$ cat src/rtl/cm162a_seq_counter.sv
// Presettable up/down counter state register with its own next-state logic,
// cascade carry, per-digit terminal flags and a saturating wrap-event counter.
module cm162a_seq_counter #(
    parameter int unsigned DIGITS = 1,
    parameter int unsigned WRAP_W = 8
) (
    input  logic                  clk,
    input  logic                  rst,
    input  logic                  clr,
    input  logic                  load,
    input  logic [4*DIGITS-1:0]   d,
    input  logic                  en_p,
    input  logic                  en_t,
    input  logic                  up,
    output logic [4*DIGITS-1:0]   q,
    output logic                  rco,
    output logic [DIGITS-1:0]     digit_tc,
    output logic                  wrap,
    output logic [WRAP_W-1:0]     wrap_cnt
);

    localparam int unsigned WIDTH = 4 * DIGITS;

    logic [WIDTH-1:0]  q_q, q_d;
    logic              wrap_q, wrap_d;
    logic [WRAP_W-1:0] wrap_cnt_q, wrap_cnt_d;

    logic [WIDTH-1:0]  term_val;
    logic              at_term;
    logic              step;

    assign term_val = up ? {WIDTH{1'b1}} : {WIDTH{1'b0}};
    assign at_term  = (q_q == term_val);
    assign step     = en_p & en_t;

    always_comb begin
        q_d        = q_q;
        wrap_d     = 1'b0;
        wrap_cnt_d = wrap_cnt_q;
        if (clr) begin
            q_d = '0;
        end else if (load) begin
            q_d = d;
        end else if (step) begin
            // Full-width modular step gives the inter-digit carry for free.
            q_d = up ? (q_q + WIDTH'(1)) : (q_q - WIDTH'(1));
            if (at_term) begin
                wrap_d = 1'b1;
                if (wrap_cnt_q != {WRAP_W{1'b1}}) begin
                    wrap_cnt_d = wrap_cnt_q + WRAP_W'(1);
                end
            end
        end
    end

    always_ff @(posedge clk) begin
        if (rst) begin
            q_q        <= '0;
            wrap_q     <= 1'b0;
            wrap_cnt_q <= '0;
        end else begin
            q_q        <= q_d;
            wrap_q     <= wrap_d;
            wrap_cnt_q <= wrap_cnt_d;
        end
    end

    always_comb begin
        digit_tc = '0;
        for (int unsigned k = 0; k < DIGITS; k++) begin
            digit_tc[k] = up ? (q_q[4*k +: 4] == 4'hF) : (q_q[4*k +: 4] == 4'h0);
        end
    end

    assign rco      = en_t & at_term;
    assign q        = q_q;
    assign wrap     = wrap_q;
    assign wrap_cnt = wrap_cnt_q;

endmodule

$ cat config.mk
export PLATFORM = sky130hd
export DESIGN_NAME = cm162a_seq_counter
export DESIGN_NICKNAME = d
export VERILOG_FILES = /design/src/rtl/cm162a_seq_counter.sv
export SDC_FILE = /design/constraint.sdc
export NUM_CORES = 1
export LEC_CHECK = 0
export ABC_AREA = 1
export BUFFER_PORTS_ARGS = -buffer_cell sky130_fd_sc_hd__buf_4
export CAP_MARGIN = 20
export CORE_ASPECT_RATIO = 1.25
export CORE_MARGIN = 4
export CORE_UTILIZATION = 53
export CTS_BUF_LIST = sky130_fd_sc_hd__clkbuf_16
export CTS_CLUSTER_DIAMETER = 40
export DETAILED_ROUTE_END_ITERATION = 12
export GPL_ROUTABILITY_DRIVEN = 0
export PLACE_DENSITY = 0.82
export SLEW_MARGIN = 10
export SYNTH_ARGS = -nofsm -noshare
export SYNTH_HDL_FRONTEND = slang
export SYNTH_SLANG_ARGS = --single-unit
$ cat constraint.sdc
create_clock -name clk -period 2.4 [get_ports clk]
set_input_delay 0.36 -clock clk [delete_from_list [all_inputs] [get_ports clk]]
set_output_delay 0.36 -clock clk [all_outputs]
set_load 0.1 [all_outputs]
==> impl_metrics.tcl <==
set metrics [dict create \
    timing.final.ws_setup_ns 0.398 \
    grt_setup_unrepaired "false" \
    hp-class "in -> reg" \
    num-nets-final 181 \
    firstDrtPassIters 4 \
    die-height_um 53.3 \
    routed_wire_length_per_instance_um 11.7 \
    insertion_delay_ns 0.24 \
    clkTransAtPathRegs_ns 0.05 \
    timing.critical_path.from_type "register" \
    power.leakage_nw 0.563 \
    max_slew_margin 0.794 \
    synth.avg_cell_area_um2 6.39 \
    rows 16 \
    tritoncts.num_buffers 3 \
    yosys.area.top_type "sky130_fd_sc_hd__dfxtp_1" \
    drt.antenna.violating_nets 0 \
    die_width_um 44.2 \
    critPathArrivalTime_ns 1.64 \
    global_route.usage.total 0.204 \
    dr.first_iter.drc_count 11 \
    synth-async-reset-ratio 0 \
    synth.distinct_cells 21 \
    port_buffers 25 \
    critical_path_class "reg -> out" \
    irDropWorstVdd_uv 379 \
    setup_viol 0 \
    final.period_utilization 0.834 \
    slew_viol_final 0 \
    grt-ovfl-total 0 \
    hold_ws_ns 0.332 \
    tritoncts_clock_tree "built" \
    dr_drc_count 0 \
    timing.clock.skew_ns 0.000938 \
    h-tree-depth 1 \
    drt-vias-per-instance 5.20 \
    die_area_um2 2360 \
    run_status "finished, final reports clean" \
    preCtsSetupSlack_ns 0.453 \
    period_needed_ns 2.00 \
    finalHoldViolCount 0 \
    grt_antenna_before_repair 0 \
    drv_cap 0 \
    drt_wl_total_um 2140 \
    sum_of_negative_setup_slack_ns 0 \
    dp_hpwl_um 1630 \
    ys.flop_type "sky130_fd_sc_hd__dfxtp_1" \
    post_synth_most_frequent_cells "45 x sky130_fd_sc_hd__nand2_1, 27 x sky130_fd_sc_hd__nor2_1, 18 x sky130_fd_sc_hd__inv_1" \
    fillerInstances 127 \
    cts_hold_buffers 0 \
    r2r.worst_path.cells 8 \
    buffers_inserted_during_post_cts_setup_optimization 0 \
    clock_sinks 13 \
    cp-end-kind "primary output" \
    seq_area_frac_synth 0.299 \
    cts_resized 0 \
    synth_nets 151 \
    synth_top_area_share 0.299 \
    syn2layout_area_growth_pct 36.8 \
    vias_in_the_first_global_route 912 \
    synth.ff_latch_count 13 \
    cp_max_fo 5 \
    n_antenna_cell 0 \
    ioPinCount 26 \
    core_um2 1560 \
    cellPowerDensity_nw_per_um2 552 \
    initial_core_util 0.557 \
    first_pass_grt_wire_length_um 3620 \
    grt_max_degree 8 \
    yosysWarningCount 0 \
    synth_edf_count 0 \
    achievable-frequency_ghz 0.499 \
    hold_path_depth 2 \
    max_slew.worst_pin.slew_ns 0.308 \
    post_synth_inst_count 136 \
    clock_path_buffers 2 \
    layout-drive-gt1-share 0.236 \
    synth.area.top_cells "sky130_fd_sc_hd__dfxtp_1 30%, sky130_fd_sc_hd__nand2_1 19%, sky130_fd_sc_hd__nor2_1 12%" \
    post_synth_instance_area_um2 870 \
    worst-endpoint-required_ns 2.04 \
    synthMostInstantiatedCell "sky130_fd_sc_hd__nand2_1" \
    cts_root_buffer "sky130_fd_sc_hd__clkbuf_16" \
    vias_post_dr 952 \
]
## critical path: stages, from the launching register on
cell,delay (ns)
sky130_fd_sc_hd__dfxtp_2,0.35
sky130_fd_sc_hd__ha_1,0.33
sky130_fd_sc_hd__nand2_1,0.07
sky130_fd_sc_hd__inv_1,0.14
sky130_fd_sc_hd__nand2_1,0.13
sky130_fd_sc_hd__nor2_4,0.10
sky130_fd_sc_hd__buf_4,0.29
## sequential cells by signal, indices dropped and copies added, names as in the netlist
register  flops
wrap          1
q             4
wrap_cnt      8
## worst paths after layout
check                                 start           to  slack (ns)
worst max-delay path                   q[2]          rco        0.40
worst min-delay path                    rst  wrap_cnt[7]        0.33
worst max register to register         q[2]  wrap_cnt[4]        0.90
worst min register to register  wrap_cnt[1]  wrap_cnt[1]        0.53
## power by group
part | switching (mW) | total (mW) | internal [mW]
logic | 0.0818 | 0.118 | 0.0358
clock network | 0.0920 | 0.312 | 0.220
registers | 0.00668 | 0.227 | 0.221
total | 0.180 | 0.657 | 0.476
## routing by layer
metal  global-route usage  vias to the layer above  part of all wire
met4                0.126                        0             0.022
met3               0.0306                        6             0.044
li1                     -                      493                 -
met5                    0                        -                 0
met1                0.201                      432              0.38
met2                0.388                       21              0.55
## cells in the final DEF, fill, tap and decap left out, drive strengths merged, types with 2 or more instances in the layout
master   n
ha       3
nor2    29
nand3   10
nor3     2
o21ai    2
dfxtp   13
inv     19
buf     25
a31oi    3
clkbuf   3
a21oi    2
nand4    2
nand3b   2
nand2   46
## per-stage QoR
stage          utilization  power, mW  instances  area (µm²)
2_1_floorplan            -      0.313        136         901
3_3_place_gp         0.712      0.347        179        1110
3_5_place_dp         0.712      0.348        179        1110
4_1_cts              0.762      0.658        183        1190
5_1_grt              0.762      0.677        183        1190
6_report             0.762      0.657        183        1190
## cell families after synthesis
family | Yosys count | synth area share
simple gates | 91 | 0.482
fa+ha+maj | 4 | 0.0662
xor+xnor | 2 | 0.0201
flops | 13 | 0.299
compound gates | 8 | 0.0547
buf+inv | 18 | 0.0777
## area by class of cell
cell class	count	area, µm²	share of cell area
inverters	18	67.6	0.0568
clock inverters	1	3.75	0.00315
multi-input cells	105	568	0.477
clock buffers	3	75.1	0.0631
well taps	18	22.5	0.0189
flip-flops and latches	13	265	0.223
repair buffers	25	188	0.158
Note: power is estimated with default switching activity, not from simulation.
